<file path="src/rtl/bram_fifo_ctrl_8.sv">
// Byte FIFO controller around a 2k x 8 dual-port RAM with a 2-entry output skid buffer.
// Optional sticky error flags err_ovf/err_unf are compiled in with FIFO_ERR_FLAGS_EN.
module bram_fifo_ctrl_8 #(
    parameter int ADDR_W       = 11,
    parameter int DATA_W       = 8,
    parameter int AFULL_THRESH = 1920
) (
    input  logic              clk,
    input  logic              reset,
    input  logic              in_valid,
    output logic              in_ready,
    input  logic [DATA_W-1:0] in_data,
    output logic              out_valid,
    input  logic              out_ready,
    output logic [DATA_W-1:0] out_data,
    output logic              bram_we,
    output logic [ADDR_W-1:0] bram_a,
    output logic [DATA_W-1:0] bram_di,
    output logic [ADDR_W-1:0] bram_dpra,
    input  logic [DATA_W-1:0] bram_dpo,
    output logic              almost_full,
    output logic              empty
`ifdef FIFO_ERR_FLAGS_EN
    ,
    output logic              err_ovf,
    output logic              err_unf
`endif
);

    localparam logic [ADDR_W:0] DEPTH = {1'b1, {ADDR_W{1'b0}}};
    localparam logic [ADDR_W:0] AFULL = (ADDR_W+1)'(AFULL_THRESH);

    logic [ADDR_W-1:0] wr_ptr;
    logic [ADDR_W-1:0] rd_ptr;
    logic [ADDR_W:0]   ram_count;
    logic              rd_pend;
    logic [1:0]        buf_count;
    logic [DATA_W-1:0] buf0;
    logic [DATA_W-1:0] buf1;
    logic              wr_en;
    logic              rd_en;
    logic              pop;
    logic [2:0]        buf_proj;

    assign in_ready    = ~reset & (ram_count < DEPTH);
    assign wr_en       = in_valid & in_ready;
    assign bram_we     = wr_en;
    assign bram_a      = wr_ptr;
    assign bram_di     = in_data;
    assign bram_dpra   = rd_ptr;

    assign out_valid   = (buf_count != 2'd0);
    assign out_data    = buf0;
    assign pop         = out_valid & out_ready;
    assign almost_full = (ram_count >= AFULL);
    assign empty       = (ram_count == '0) & ~rd_pend & (buf_count == 2'd0);

    // Occupancy the buffer will have once the in-flight read lands; never issue past 2.
    assign buf_proj = {1'b0, buf_count} + {2'b00, rd_pend} - {2'b00, pop};
    assign rd_en    = (ram_count != '0) & (buf_proj <= 3'd1);

    always_ff @(posedge clk or posedge reset) begin
        if (reset) begin
            wr_ptr    <= '0;
            rd_ptr    <= '0;
            ram_count <= '0;
            rd_pend   <= 1'b0;
        end else begin
            if (wr_en) wr_ptr <= wr_ptr + 1'b1;
            if (rd_en) rd_ptr <= rd_ptr + 1'b1;
            rd_pend <= rd_en;
            case ({wr_en, rd_en})
                2'b10:   ram_count <= ram_count + 1'b1;
                2'b01:   ram_count <= ram_count - 1'b1;
                default: ram_count <= ram_count;
            endcase
        end
    end

    // RAM read data arrives one cycle after issue and is pushed straight into the buffer.
    always_ff @(posedge clk or posedge reset) begin
        if (reset) begin
            buf_count <= 2'd0;
            buf0      <= '0;
            buf1      <= '0;
        end else begin
            case ({rd_pend, pop})
                2'b10: begin
                    if (buf_count == 2'd0) buf0 <= bram_dpo;
                    else                   buf1 <= bram_dpo;
                    buf_count <= buf_count + 2'd1;
                end
                2'b01: begin
                    buf0      <= buf1;
                    buf_count <= buf_count - 2'd1;
                end
                2'b11: begin
                    if (buf_count == 2'd1) begin
                        buf0 <= bram_dpo;
                    end else begin
                        buf0 <= buf1;
                        buf1 <= bram_dpo;
                    end
                end
                default: buf_count <= buf_count;
            endcase
        end
    end

`ifdef FIFO_ERR_FLAGS_EN
    always_ff @(posedge clk or posedge reset) begin
        if (reset) begin
            err_ovf <= 1'b0;
            err_unf <= 1'b0;
        end else begin
            if (in_valid & ~in_ready)           err_ovf <= 1'b1;
            if (out_ready & ~out_valid & empty) err_unf <= 1'b1;
        end
    end
`endif

endmodule
</file>
<file path="config.mk">
export PLATFORM = sky130hd
export DESIGN_NAME = bram_fifo_ctrl_8
export DESIGN_NICKNAME = d
export VERILOG_FILES = /design/src/rtl/bram_fifo_ctrl_8.sv
export SDC_FILE = /design/constraint.sdc
export NUM_CORES = 1
export LEC_CHECK = 0
export CORE_ASPECT_RATIO = 1.4
export CORE_MARGIN = 1.5
export CORE_UTILIZATION = 25
export CTS_CLUSTER_DIAMETER = 200
export DETAILED_ROUTE_END_ITERATION = 8
export PLACE_DENSITY = 0.53
export SLEW_MARGIN = 20
export SYNTH_ARGS = -nofsm -noshare
export SYNTH_HDL_FRONTEND = slang
export SYNTH_SLANG_ARGS = --single-unit
</file>
<file path="constraint.sdc">
create_clock -name clk -period 4.5 [get_ports clk]
set_clock_uncertainty 0.2 [all_clocks]
set_input_delay 0.45 -clock clk [delete_from_list [all_inputs] [get_ports clk]]
set_output_delay 0.45 -clock clk [all_outputs]
set_load 0.02 [all_outputs]
</file>
---- Word level (Yosys, flattened, before mapping) ----
Cells that the tools add are included.
operators by class
  equality and inequality tests ........... 9
  muxes and demuxes ....................... 8
  order comparisons ....................... 3
  reduce and logical (&&, ||, !) cells .... 10
  add/sub/neg operators ................... 8
  bitwise gates (word level) .............. 8
operators with widths
  cell                                                                  count
  two-way mux 8 bit                                                     4
  one-hot mux 12 bit (2 select lines)                                   1
  one-hot mux 8 bit (3 select lines)                                    1
  adder 11 x 1 -> 11 bit (second input constant)                        2
  one-hot mux 8 bit (2 select lines)                                    1
  adder 12 x 1 -> 12 bit (second input constant)                        1
  greater-or-equal comparator 12 x 11 -> 1 bit (second input constant)  1
  zero test 12 bit                                                      1
  < comparator 12 bit (second input constant)                           1
  nonzero test 12 bit                                                   1
  subtractor 12 x 1 -> 12 bit (second input constant)                   1
  nonzero test 2 bit                                                    4
  bitwise AND 1 bit                                                     6
  equality test 2 x 1 -> 1 bit (second input constant)                  3
  equality test 2 bit (second input constant)                           3
  != test 2 bit (second input constant)                                 3
  one-hot mux 2 bit (2 select lines)                                    1
  adder 2 x 1 -> 3 bit                                                  1
  <= comparator 3 x 1 -> 1 bit (second input constant)                  1
  AND reduction 3 bit                                                   1
  nonzero test 3 bit                                                    1
  subtractor 3 x 1 -> 3 bit                                             1
  adder 2 x 1 -> 2 bit (second input constant)                          1
  zero test 2 bit                                                       1
  3 further kinds                                                       4
storage, ports and cells
  word-level logic and storage cells ...... 53
  output and inout port bits .............. 43
  input port bits ......................... 20
  flip-flop bits (word level) ............. 53

---- Logic depth before layout (Yosys ltp) ----
  depth in word-level cells ............... 7
  depth in mapped cells ................... 19
  gate-level depth less buffers ........... 17

---- Least setup slack after synthesis ----
No wires, ideal clock.
  kind .................................... register to register
  start point ............................. reg buf_count[1]
  end point ............................... reg ram_count[10]
  arrival time ............................ 4,044 ps
  clock period less this slack ............ 4,374 ps
  setup slack ............................. 126 ps
  cell stages (with the launch flop) ...... 19
  data required time ...................... 4,170 ps
  path through ............................ dfrtp_1 -> inv_1 -> ha_1 -> nand2b_1 -> buf_2 -> xnor2_1 -> ha_1 -> inv_1 -> fa_1 -> xnor2_1 -> and3_1 -> buf_6 -> ha_1 -> ha_1 -> nor2b_4 -> o31a_1 -> o31a_1 -> a2111oi_4 -> nor3b_2
on the way
  word-level cells in the longest chain between the ends .. 7
  elaborated cells on any way between the ends .. 10
  those cells by class .................... add/sub: 2; order compare: 1; eq/ne: 2; mux: 1; bitwise: 2; reduce/logical: 2
ends and longest elaborated chain
  element                                                                           line  text
  start: declaration                                                                37    logic [1:0] buf_count;
  start signal: assignment                                                          91    buf_count <= buf_count + 2'd1;
  start signal: assignment                                                          95    buf_count <= buf_count - 2'd1;
  start signal: assignment                                                          105   default: buf_count <= buf_count;
  parallel branches: the longest is 2 deep, another holds adder 2 x 1 -> 3 bit      -
  subtractor 3 x 1 -> 3 bit (*)                                                     59    assign buf_proj = {1'b0, buf_count} + {2'b00, rd_pend} - {2'b00, pop};
  <= comparator 3 x 1 -> 1 bit (*)                                                  60    assign rd_en = (ram_count != '0) & (buf_proj <= 3'd1);
  bitwise AND 1 bit (*)                                                             60
  named net rd_en                                                                   41    logic rd_en;
  equality test 2 x 1 -> 1 bit / equality test 2 bit (equally long branches)        72    case ({wr_en, rd_en})
  one-hot mux 12 bit (2 select lines) / nonzero test 2 bit (equally long branches)  -
  end signal: assignment                                                            73    2'b10: ram_count <= ram_count + 1'b1;
  end signal: assignment                                                            74    2'b01: ram_count <= ram_count - 1'b1;
  end signal: assignment                                                            75    default: ram_count <= ram_count;
  end: declaration                                                                  35    logic [ADDR_W:0] ram_count;
Mark *: on every way through the listed nets, which the timed path passes.
A chain may end at the register's enable or synchronous reset.

---- Worst setup path in the final report ----
  start point ............................. reg buf_count[1]
  end point ............................... reg ram_count[11]
on the way
  word-level cells in the longest chain between the ends .. 7
  elaborated cells on any way between the ends .. 10
  those cells by class .................... add/sub: 2; order compare: 1; eq/ne: 2; mux: 1; bitwise: 2; reduce/logical: 2
ends and longest elaborated chain
  element                                                                           line
  parallel branches: the longest is 2 deep, another holds adder 2 x 1 -> 3 bit      -
  subtractor 3 x 1 -> 3 bit (*)                                                     59
  <= comparator 3 x 1 -> 1 bit (*)                                                  60
  bitwise AND 1 bit (*)                                                             60
  equality test 2 x 1 -> 1 bit / equality test 2 bit (equally long branches)        72
  one-hot mux 12 bit (2 select lines) / nonzero test 2 bit (equally long branches)  -
Every way passes the cells marked *.

==> results.txt <==
- I/O pin cnt: 63
* DIE HEIGHT: 133 um
- Dividing the detail-routed wire length by the instance count gives 13.5 um.
* Number of buffers on the longest clock path: 2
* Type of element capturing the critical path: flop
* Number of pins with negative max-slew slack in the final report: 0
- At the worst endpoint, the required time is 4.47 ns.
- Of the cells placed in the final design, the portion with a size suffix greater than 1 is 0.105.
* Yosys reg bits: 53
- Number of post-CTS setup repair buffers: 0
- Post-CTS repair changed the size of 0 cells.
- Sinks on Clock Net: 53
* Dpl hpwl: 4840 um
- Data arrives at the worst endpoint at 4.17 ns.
* Initial cell density of the core: 0.256
- The routed design has 6460 um of wire.
- Hold path startpoint: bram_dpra[10]$_DFFE_PP0P_
- IO Port Bufs: 46
* Launch instance of the worst register-to-register path: buf_count[1]$_DFFE_PP0P_
- Average footprint of a synthesized cell: 10.5 sq um
* Startpoint class of the critical path: flop
* Standard-cell row count: 47
- Counting instances, the worst hold path has a depth of 1.
* Via count of the first global-routing pass: 2238
- Antenna violation net count after detailed routing: 0
- Clock tree root driver cell: clkbuf_16
* Post-synthesis instance total: 289
- Counting flops with a built-in enable in the synthesized netlist gives 0.
- Hold repair after CTS inserted 0 buffers.
- Die ar.: 0.0128 sq mm
* Mapped Area: 0.00302 sq mm
- Total number of vias: 2230
- Peak fanout along the critical path: 9
- Sum of negative setup slack: 0 ns
- Slew at the pin with the worst max-slew slack: 0.973 ns
- Clock latency of the later-clocked register in the worst-skew pair: 0.29 ns
* Outcome: finished clean
- Number of nets at the end of the flow: 370
- Counting cells, the worst reg-to-reg path comes to 17.
- In this run the tightest slew margin relative to its limit is 0.350.
* Floorplan Core Area: 0.0118 sq mm
- Gpl congestion: 0.781
* Number of detailed-routing iterations run before antenna repair: 4
- Setup violations remaining at the end of the flow were counted as 0.
- Max-cap violations in this run came to 0.
- R2R Setup Slk: 0.30 ns
- The initial antenna violation count came to 0.
- The number of nets in the synthesized netlist is 327.
- Highest achievable clock rate: 238 MHz
- Via-per-instance ratio: 4.66
* Capturing point of the worst reg2reg path: ram_count[11]$_DFFE_PP0P_
* Share of flip-flops with an asynchronous set or reset after synthesis: 1.00
* Clock tree from TritonCTS: done
* H-tree lvl count: 2
- The final number of hold-violating endpoints was 0.
- The routed design could run at a clock period as short as 4.20 ns.
- Top FF cell, synth: dfrtp_1
* GRT Util Overall: 0.109
- Dividing the final minimum period by the clock period gives 0.932.
- Entering global routing, the biggest net connects 35 pins.
- Counting distinct cell types in the post-synthesis netlist gives 51.
* Setup repair after global routing missed its margin: false
- Die X: 95.9 um
* Number of buffers inserted during clock tree synthesis: 5
* Area added between synthesis and finish: 25.1%
* Clock input transition at the sequential cells of the worst setup and hold paths: 0.07 ns
- Detailed Route Iter0 Violations: 122
- Endpoint, Worst Hold: bram_dpra[10]$_DFFE_PP0P_
- 0 antenna diodes ended up in the layout.
- Hold Crit Class: reg -> reg
- Number of warning messages in the yosys log: 0
- Number of remaining DRC errors: 0
- Crit path kind: reg -> reg
* First-pass GRT wire length: 11000 um
- Sequential area share after synthesis: 0.439
- After global routing the overflow that remains totals 0.
routing by layer:
metal	GRT usage	wire (um)	vias to the layer above
met5	0	0	-
met4	0.0392	84	0
li1	-	-	1101
met1	0.134	2800	1081
met3	0.0184	179	4
met2	0.188	3400	44
how the worst max path moves through the flow:
| stage | start | to | depth (start not counted) |
|---|---|---|---|
| floorplan | buf_count[1]$_DFFE_PP0P_ | ram_count[10]$_DFFE_PP0P_ | 18 |
| global placement | out_ready | ram_count[10]$_DFFE_PP0P_ | 16 |
| detailed placement | out_ready | ram_count[10]$_DFFE_PP0P_ | 16 |
| CTS | buf_count[1]$_DFFE_PP0P_ | ram_count[11]$_DFFE_PP0P_ | 17 |
| global route | buf_count[1]$_DFFE_PP0P_ | ram_count[10]$_DFFE_PP0P_ | 17 |
| finish | buf_count[1]$_DFFE_PP0P_ | ram_count[11]$_DFFE_PP0P_ | 17 |
registers in the layout, indices dropped and copies added, names as in the netlist:
signal,flops
bram_a,11
out_data,8
bram_dpra,11
rd_pend,1
buf_count,2
buf1,8
ram_count,12
stage by stage:
step                worst slack, ns   util  instances  hold WS, ns  area (sq um)
floorplan                     0.126      -        289        0.280          3020
global route                0.00506  0.320        479        0.315          3780
global placement              0.191  0.305        472        0.260          3600
detailed placement            0.129  0.305        472        0.268          3600
finish                        0.304  0.320        479        0.275          3780
CTS                           0.213  0.318        479        0.278          3760
critical path, cell delays in order, from the launching register on:
cell and delay [ns]:
dfrtp_2 0.41, inv_1 0.09, ha_1 0.23, nand2b_1 0.21, xnor2_2 0.18, ha_1 0.18
inv_1 0.05, fa_1 0.37, xnor2_1 0.14, and3_1 0.20, ha_1 0.23, buf_4 0.19
ha_1 0.44, nand4_1 0.12, a21o_1 0.21, or3b_2 0.47, nand4_1 0.11, a221oi_1 0.05
cells in the final DEF, fill, tap and decap left out, types with 2 or more instances in the layout:
master / Yosys / final
nand3_1: 7 / 7
a21oi_1: 8 / 8
o21a_1: 2 / 2
mux2_2: 9 / 9
xnor2_1: 16 / 15
ha_1: 16 / 16
and4_1: 3 / 3
o21ai_0: 20 / 20
clkdlybuf4s50_1: 0 / 46
o31a_1: 2 / 2
xor2_1: 12 / 12
dfrtp_1: 53 / 51
nand2_1: 30 / 30
nor2_1: 15 / 15
fa_1: 2 / 2
nor4_1: 2 / 2
buf_4: 8 / 6
a21o_1: 7 / 7
nor3_1: 6 / 6
and3_1: 5 / 5
nand4_1: 5 / 5
clkbuf_16: 0 / 5
inv_1: 13 / 12
mux2i_1: 9 / 9
a211oi_1: 5 / 5
dfrtp_2: 0 / 2
Yosys cell counts, types with 3 or more instances:
cell / count / area [sq um]
a21oi_1: 8 / 40.0
buf_2: 5 / 25.0
dfrtp_1: 53 / 1330
inv_1: 13 / 48.8
nand2_1: 30 / 113
and3_1: 5 / 31.3
a211oi_1: 5 / 37.5
ha_1: 16 / 200
mux2_2: 9 / 101
nor2_1: 15 / 56.3
xor2_1: 12 / 105
nand3_1: 7 / 35.0
xnor2_1: 16 / 140
and4_1: 3 / 26.3
nand4_1: 5 / 31.3
o21ai_0: 20 / 100
a21o_1: 7 / 52.6
nor3_1: 6 / 30.0
mux2i_1: 9 / 90.1
buf_4: 8 / 60.1
layout make-up:
class	instances	area, sq um
Tap cell	147	184
Clock buffer	5	125
Sequential cell	53	1330
Fill cell	1219	8040
Timing Repair Buffer	52	505
Inverter	14	52.6
Multi-Input combinational cell	206	1550
Clock inverter	2	38.8
kinds of logic (layout without fill, tap and decap cells):
logic type	Yosys count	after routing	synth area share
compound gates	59	59	0.135
xor+xnor	28	28	0.0812
fa+ha+maj	18	18	0.0795
buf+inv	30	73	0.0542
flops	53	53	0.439
mux	19	19	0.0683
simple gates	82	82	0.142
Power is left out: the tool's default activity adds up to more than one toggle a clock period on the data nets, which glitch-free logic cannot reach.
